[config.mk]
export PLATFORM = sky130hd
export DESIGN_NAME = bullet_wave_scheduler
export DESIGN_NICKNAME = d
export VERILOG_FILES = /design/src/rtl/bullet_wave_scheduler.sv
export SDC_FILE = /design/constraint.sdc
export NUM_CORES = 1
export LEC_CHECK = 0
export CORE_ASPECT_RATIO = 0.75
export CORE_UTILIZATION = 60
export CTS_CLUSTER_DIAMETER = 200
export DETAILED_ROUTE_END_ITERATION = 10
export PLACE_DENSITY = 0.82
export SLEW_MARGIN = 0
export SYNTH_ARGS = -nofsm -noshare
export SYNTH_HDL_FRONTEND = slang
export SYNTH_SLANG_ARGS = --single-unit
[constraint.sdc]
create_clock -name clk -period 5.8 [get_ports clk]
set_clock_uncertainty 0.1 [all_clocks]
set_input_delay 1.16 -clock clk [delete_from_list [all_inputs] [get_ports clk]]
set_output_delay 1.16 -clock clk [all_outputs]
set_load 0.01 [all_outputs]
[src/rtl/bullet_wave_scheduler.sv]
// Battle wave sequencer: run/reload control, movement steps, per-tick collision scan, kills, HP.
// Optional hit immunity after a kill is built when SCHED_INVULN_EN is defined.
module bullet_wave_scheduler #(
   parameter int unsigned NUM_BULLETS  = 3,
   parameter int unsigned IDX_W        = 3,
   parameter int unsigned TICK_DIV     = 833333,
   parameter int unsigned CNT_W        = 20,
   parameter int unsigned WAVE_TICKS   = 240,
   parameter int unsigned NUM_WAVES    = 4,
   parameter int unsigned HP_INIT      = 20,
   parameter int unsigned INVULN_TICKS = 30
) (
   input  logic             clk,
   input  logic             rst_n,
   input  logic             start,
   input  logic             abort,
   input  logic             hit,
   output logic             run,
   output logic             step,
   output logic [IDX_W-1:0] scan_idx,
   output logic             scan_valid,
   output logic             kill,
   output logic [IDX_W-1:0] kill_idx,
   output logic [1:0]       wave,
   output logic [7:0]       hp,
   output logic             battle_done,
   output logic             game_over
);

   typedef enum logic [2:0] {
      StIdle, StLoad, StRun, StScan, StClear, StDone, StOver
   } state_e;

   localparam int unsigned TICK_W = $clog2(WAVE_TICKS + 1);
   localparam int unsigned SLOTS  = 2 ** IDX_W;
   localparam logic [CNT_W-1:0]  DIV_LAST  = CNT_W'(TICK_DIV - 1);
   localparam logic [CNT_W-1:0]  DIV_STEP  = CNT_W'(TICK_DIV - 2);
   localparam logic [IDX_W-1:0]  LAST_IDX  = IDX_W'(NUM_BULLETS - 1);
   localparam logic [TICK_W-1:0] LAST_TICK = TICK_W'(WAVE_TICKS);
   localparam logic [1:0]        LAST_WAVE = 2'(NUM_WAVES - 1);

   state_e            state_q;
   logic [CNT_W-1:0]  div_q;
   logic [TICK_W-1:0] tick_q;
   logic [SLOTS-1:0]  alive_q;
   logic              pend_valid_q;
   logic [IDX_W-1:0]  pend_idx_q;
   logic              accept;
   logic              immune;
   logic [7:0]        hp_next;

`ifdef SCHED_INVULN_EN
   localparam int unsigned INV_W = $clog2(INVULN_TICKS + 2);
   logic [INV_W-1:0] inv_q;
   assign immune = (inv_q != '0);
`else
   assign immune = 1'b0;
`endif

   // pend_* is last cycle's scan slot; hit this cycle answers it
   always_comb begin
      accept  = pend_valid_q && hit && alive_q[pend_idx_q];
      hp_next = hp;
      if (accept && !immune && hp != 8'd0) hp_next = hp - 8'd1;
   end

   always_ff @(posedge clk or negedge rst_n) begin
      if (!rst_n) begin
         state_q      <= StIdle;
         run          <= 1'b0;
         step         <= 1'b0;
         scan_idx     <= '0;
         scan_valid   <= 1'b0;
         kill         <= 1'b0;
         kill_idx     <= '0;
         wave         <= 2'd0;
         hp           <= 8'(HP_INIT);
         battle_done  <= 1'b0;
         game_over    <= 1'b0;
         div_q        <= '0;
         tick_q       <= '0;
         alive_q      <= '1;
         pend_valid_q <= 1'b0;
         pend_idx_q   <= '0;
`ifdef SCHED_INVULN_EN
         inv_q        <= '0;
`endif
      end else begin
         kill         <= 1'b0;
         step         <= 1'b0;
         pend_valid_q <= scan_valid;
         pend_idx_q   <= scan_idx;
`ifdef SCHED_INVULN_EN
         if (step && inv_q != '0) inv_q <= inv_q - 1'b1;
`endif
         if (abort) begin
            state_q      <= StIdle;
            run          <= 1'b0;
            scan_idx     <= '0;
            scan_valid   <= 1'b0;
            kill_idx     <= '0;
            wave         <= 2'd0;
            battle_done  <= 1'b0;
            game_over    <= 1'b0;
            div_q        <= '0;
            tick_q       <= '0;
            alive_q      <= '1;
            pend_valid_q <= 1'b0;
`ifdef SCHED_INVULN_EN
            inv_q        <= '0;
`endif
         end else begin
            if (accept) begin
               kill                <= 1'b1;
               kill_idx            <= pend_idx_q;
               alive_q[pend_idx_q] <= 1'b0;
               hp                  <= hp_next;
`ifdef SCHED_INVULN_EN
               inv_q               <= INV_W'(INVULN_TICKS);
`endif
            end
            unique case (state_q)
               StIdle, StDone, StOver: begin
                  if (start) begin
                     hp          <= 8'(HP_INIT);
                     wave        <= 2'd0;
                     battle_done <= 1'b0;
                     game_over   <= 1'b0;
                     state_q     <= StLoad;
                  end
               end
               StLoad: begin
                  alive_q <= '1;
                  tick_q  <= '0;
                  div_q   <= '0;
                  run     <= 1'b1;
                  state_q <= StRun;
`ifdef SCHED_INVULN_EN
                  inv_q   <= '0;
`endif
               end
               StRun: begin
                  div_q <= (div_q == DIV_LAST) ? '0 : div_q + 1'b1;
                  // Step lands on the wrap cycle so the first scan slot follows it directly
                  if (div_q == DIV_STEP) step <= 1'b1;
                  if (div_q == DIV_LAST) begin
                     tick_q     <= tick_q + 1'b1;
                     scan_valid <= 1'b1;
                     scan_idx   <= '0;
                     state_q    <= StScan;
                  end
               end
               StScan: begin
                  div_q <= (div_q == DIV_LAST) ? '0 : div_q + 1'b1;
                  if (scan_valid) begin
                     if (scan_idx == LAST_IDX) begin
                        scan_valid <= 1'b0;
                        scan_idx   <= '0;
                     end else begin
                        scan_idx <= scan_idx + 1'b1;
                     end
                  end else if (hp_next == 8'd0) begin
                     run       <= 1'b0;
                     game_over <= 1'b1;
                     state_q   <= StOver;
                  end else if (tick_q == LAST_TICK) begin
                     run     <= 1'b0;
                     state_q <= StClear;
                  end else begin
                     state_q <= StRun;
                  end
               end
               StClear: begin
                  if (wave == LAST_WAVE) begin
                     battle_done <= 1'b1;
                     state_q     <= StDone;
                  end else begin
                     wave    <= wave + 2'd1;
                     state_q <= StLoad;
                  end
               end
               default: state_q <= StIdle;
            endcase
         end
      end
   end

endmodule

# --- Yosys cells after proc, flatten, opt, wreduce, memory -nomap -nowiden ---
# Cells that the tools add are included.
op_classes:
  bitwise: 2
  reduce_logical: 25
  magnitude_cmp: 2
  eq_ne: 19
  add_sub_neg: 5
  muxes: 60
op_table:
  columns: ["cell", "count"]
  rows:
  - ["$mux 8", 9]
  - ["$eq 20x20->1 const B", 2]
  - ["$mux 20", 2]
  - ["$pmux 20 s2", 1]
  - ["$mux 3", 13]
  - ["$mux 1", 22]
  - ["$ne 3x3->1 const B", 7]
  - ["$reduce_bool 3->1", 7]
  - ["$add 20x1->20 const B", 1]
  - ["$pmux 8 s2", 1]
  - ["$pmux 3 s5", 1]
  - ["$reduce_and 3->1", 5]
  - ["$eq 3x2->1 const B", 3]
  - ["$eq 3x3->1 const B", 3]
  - ["$add 8x1->8 const B", 1]
  - ["$and 8x8->8", 1]
  - ["$eq 8x8->1 const B", 1]
  - ["$logic_not 8->1", 1]
  - ["$not 8->8", 1]
  - ["$pmux 1 s2", 4]
  - ["$reduce_bool 8->1", 1]
  - ["$sub 8x1->8 const B", 1]
  - ["$mux 2", 3]
  - ["$pmux 3 s2", 1]
  - ["17 further kinds", 21]
totals:
  output_inout_bits: 22
  ff_bits: 65

# --- Logic depth before layout (Yosys ltp) ---
depth:
  word_depth: 10
  ltp_mapped: 9
  depth_no_buf: 8

# --- Worst setup path after synthesis ---
# No wires, ideal clock.
synth_path:
  path_kind: "input -> register"
  startpoint: "input port hit"
  endpoint: "register run"
  setup_ps: 121
  setup_slack_ps: 3278
  arrival_ps: 2301
  path_stages: 6
  path_cell_list: "nand2_1 -> a211oi_2 -> buf_4 -> o21ai_0 -> a221o_1 -> a41o_1"
synth_between:
  elab_chain_len: 9
synth_lines:
  columns: ["item", "line_no", "rtl"]
  rows:
  - ["start, declared", "17", "input logic hit,"]
  - ["$logic_and 1x1->1 * (2 in series)", "62", "accept = pend_valid_q && hit && alive_q[pend_idx_q];"]
  - ["$logic_and 1x1->1 *", "64", "if (accept && !immune && hp != 8'd0) hp_next = hp - 8'd1;"]
  - ["$mux 8 *", "64", null]
  - ["$logic_not 8->1 *", "162", "end else if (hp_next == 8'd0) begin"]
  - ["$mux 1", "162", null]
  - ["$mux 1", "155", "if (scan_valid) begin"]
  - ["$pmux 1 s2", "122", "unique case (state_q)"]
  - ["$mux 1", "96", "if (abort) begin"]
  - ["end signal, assigned", "98", "run <= 1'b0;"]
  - ["end signal, assigned", "163", "run <= 1'b0;"]
  - ["end signal, assigned", "167", "run <= 1'b0;"]
  - ["end, declared", "18", "output logic run,"]
# Mark *: on every way between the ends. The rest lies on a longest branch, timed or not. The select of a mux whose other input is x is not followed.
# A chain may end at the register's enable or synchronous reset.

# --- Worst setup path in the final report ---
layout_path:
  startpoint: "input port abort"
  endpoint: "register tick_q[6]"
layout_between:
  elab_chain_len: 2
layout_lines:
  columns: ["item", "line_no", "rtl"]
  rows:
  - ["start, declared", "16", "input logic abort,"]
  - ["$ne 3x3->1 (no source line) or $reduce_bool 3->1 (tied branches)", null, null]
  - ["$reduce_and 2->1 (no source line)", null, null]
  - ["end signal, assigned", "147", "tick_q <= tick_q + 1'b1;"]
  - ["end, declared", "44", "logic [TICK_W-1:0] tick_q;"]
# Parallel ways exist; a longest one is shown, timed or not.

==> qor.yml <==
outcome:
  status: "finished, final reports clean"
placed_design:
  dp_slack_ns: 2.137
  place_inst: 473
  portBuffers: 26
  dpl.hpwl_um: 5171
  dpl-instance-area_mm2: 0.003799
  place.gp.congestion: 0.8684
global_route:
  track_usage_pct: 27.38
  antenna_found_initial: 0
  grt_pass1_vias: 2639
  globalRouteOverflowTotal: 0
  grt_pass1_wl_um: 12900
  grt_max_degree: 66
worst_hold_path:
  hold_path.class: "flip-flop to flip-flop"
  worstHoldStart: "alive_q[7]$_DFFE_PN1P_"
route:
  wl_per_cell_um: 15.54
  vias_per_cell: 5.947
  drt-total-wl_um: 7598
  via_count: 2908
  antenna_left: 0
  drcViolationCount: 0
  drtIter0Drc: 258
  first_pass_iters: 4
floorplan:
  die_w_um: 90.14
  core_area_mm2: 0.005468
  io_pins: 27
  core.rowCount: 23
  die_h_um: 68.11
  initial_utilization_pct: 63.94
  die-area_mm2: 0.006139
sta:
  drv_slew: 0
  min_period_ns: 3.346
  finalSetupTns_ns: 0
  holdWs_ns: 0.3831
  fmax_ghz: 0.2988
  worst_pin_slew_ns: 1.236
  hold_violations: 0
  rsz0062_at_grt: "no"
  fin_ws_ns: 2.454
  fin_crit_sh_pct: 57.69
  slew_headroom_pct: 16.73
  setup_viol: 0
cts:
  clkTransAtPathRegs_ns: 0.07
  cts-root-buf: "clkbuf_8"
  clockBufferDepth: 2
  post_cts_buffers: 0
  cts_resized: 0
  cts_tree: "built"
  cts_buffers: 9
  clock-sinks: 65
  clk_latency_ns: 0.34
  hold_buffers: 0
  h-tree-depth: 3
synthesis:
  ys_types: 57
  synthArstFlopShare_pct: 100.0
  ys_seq_area_share_pct: 46.89
  synth_ff_type: "dfrtp_1"
  syn_nets: 395
  syn_inst: 384
  syn_area_per_cell_um2: 9.104
  synth_edf_count: 0
  netlist_area_mm2: 0.003496
  ys_ff_latch: 65
  ys.warnings.count: 0
worst_setup_path:
  arrival_ns: 3.50
  reg2regPathDepth: 7
  r2r_start: "hp[0]$_DFFE_PN0N_"
  critPathRequiredTime_ns: 5.95
  worstSetupEndpoint: "tick_q[6]$_DFFE_PN0P_"
  start_kind: "input pin"
  rrSetupSlack_ns: 2.59
  end_kind: "flip-flop"
  worstSetupStartpoint: "abort"
  reg2reg_to: "run$_DFFE_PN0P_"
  cp_max_fo: 32
  critPathKind: "input pin to flip-flop"
flow_run:
  cap_viol_max_count: 0
pwr:
  power_leakage_nw: 1.609
  power.density_mw_per_mm2: 226.0
  vdd_drop_max_v: 0.0001523
final_layout:
  post_layout_nonfiller_instances: 489
  drive_gt1_share_pct: 9.662
  n_fill_cell: 422
  nets: 420
  stdcell_area_mm2: 0.003995
  n_antenna_cell: 0
  syn_to_final_growth_pct: 14.28
[cells in the mapped netlist (2+ instances only)]
library cell,instances,area share (%)
dfrtp_1,55,39
nor2_1,52,5.6
nand2_1,46,4.9
o21ai_0,32,4.6
a21oi_1,17,2.4
inv_1,15,1.6
nand3_1,14,2.0
nor3_1,12,1.7
xor2_1,12,3.0
clkbuf_1,11,1.2
xnor2_1,11,2.8
dfstp_2,10,7.5
nand2b_1,7,1.3
ha_1,6,2.1
mux2i_1,6,1.7
nand4_1,6,1.1
a31oi_1,5,0.89
nor4_1,4,0.72
o211ai_1,4,0.86
o31ai_1,4,0.86
or3_1,4,0.72
a211o_1,3,0.75
and3_1,3,0.54
nor2b_1,3,0.54
nor4bb_1,3,0.86
and2_1,2,0.36
buf_4,2,0.43
nand4b_1,2,0.50
o2111ai_1,2,0.50
o22a_1,2,0.50
or2_2,2,0.36
or4_1,2,0.43
[state kept, by name (all words and copies together) (netlist names), 2 cells and up]
register / flops
div_q: 20
hp: 8
alive_q: 8
state_q: 3
kill_idx: 3
pend_idx_q: 3
scan_idx: 3
tick_q: 8
wave: 2
[area by class of cell]
cell class                      count  area, um^2  share of cell area [%]
Inverter                           15       56.30                   1.409
Tap cell                           75       93.84                   2.349
Clock inverter                      5       55.05                   1.378
Timing Repair Buffer               28       270.3                   6.765
Sequential cell                    65        1639                   41.03
Multi-Input combinational cell    290        1739                   43.53
Clock buffer                       11       141.4                   3.539
[per-layer routing]
layer / track usage (%) / vias up / wire [um]
met5: 0 / - / 0
met4: 10.08 / 0 / 80
met3: 6.222 / 11 / 348
met2: 42.18 / 83 / 3558
met1: 38.46 / 1408 / 3609
li1: - / 1406 / -
[how the worst min path moves through the flow]
stage / to / slack [ns] / cells after the start
4_1_cts: alive_q[7]$_DFFE_PN1P_ / 0.38 / 2
2_1_floorplan: alive_q[0]$_DFFE_PN1P_ / 0.35 / 2
5_1_grt: alive_q[7]$_DFFE_PN1P_ / 0.40 / 2
6_report: alive_q[7]$_DFFE_PN1P_ / 0.38 / 2
3_3_place_gp: alive_q[0]$_DFFE_PN1P_ / 0.36 / 2
3_5_place_dp: game_over$_DFFE_PN0P_ / 0.37 / 2
[worst max-delay path: stages]
cell and delay, ns:
clkdlybuf4s50_1 0.49, buf_4 0.32, inv_1 0.16, o21ai_0 0.49, o2111ai_1 0.34, or3_1 0.38
a21oi_1 0.15
[cell families after synthesis]
family,after synthesis,synth area share (%)
AO/OA/AOI/OAI,85,15.71
XOR/XNOR,23,5.762
adder cells (fa/ha/maj),6,2.147
buffers and inverters,29,3.364
flip-flops,65,46.89
multiplexers,8,2.684
AND/OR/NAND/NOR,168,23.44
[through the flow]
| stage | utilization [%] | total power (W) |
|---|---|---|
| 2_1_floorplan | - | 0.0005051 |
| 3_3_place_gp | 69.47 | 0.0005274 |
| 3_5_place_dp | 69.47 | 0.0005284 |
| 4_1_cts | 73.07 | 0.0009086 |
| 5_1_grt | 73.07 | 0.0009396 |
| 6_report | 73.07 | 0.0009028 |
[power breakdown]
part	switching, W	leakage [nW]	internal [W]
combinational	0.0000419	0.642	0.0000169
clock	0.000173	0.0953	0.000209
sequential	0.00000566	0.871	0.000457
total	0.000221	1.61	0.000682
[cell usage in the layout (no fill, tap or decap), drive strengths merged, types with 7 or more instances in the layout]
| cell | count |
|---|---|
| clkdlybuf4s50 | 25 |
| nand2b | 7 |
| nor2 | 53 |
| xnor2 | 11 |
| dfstp | 10 |
| dfrtp | 55 |
| xor2 | 12 |
| a21oi | 17 |
| inv | 15 |
| o21ai | 32 |
| clkbuf | 11 |
| nor3 | 13 |
| nand2 | 46 |
| nand3 | 14 |
Power figures use the tool's default switching activity.
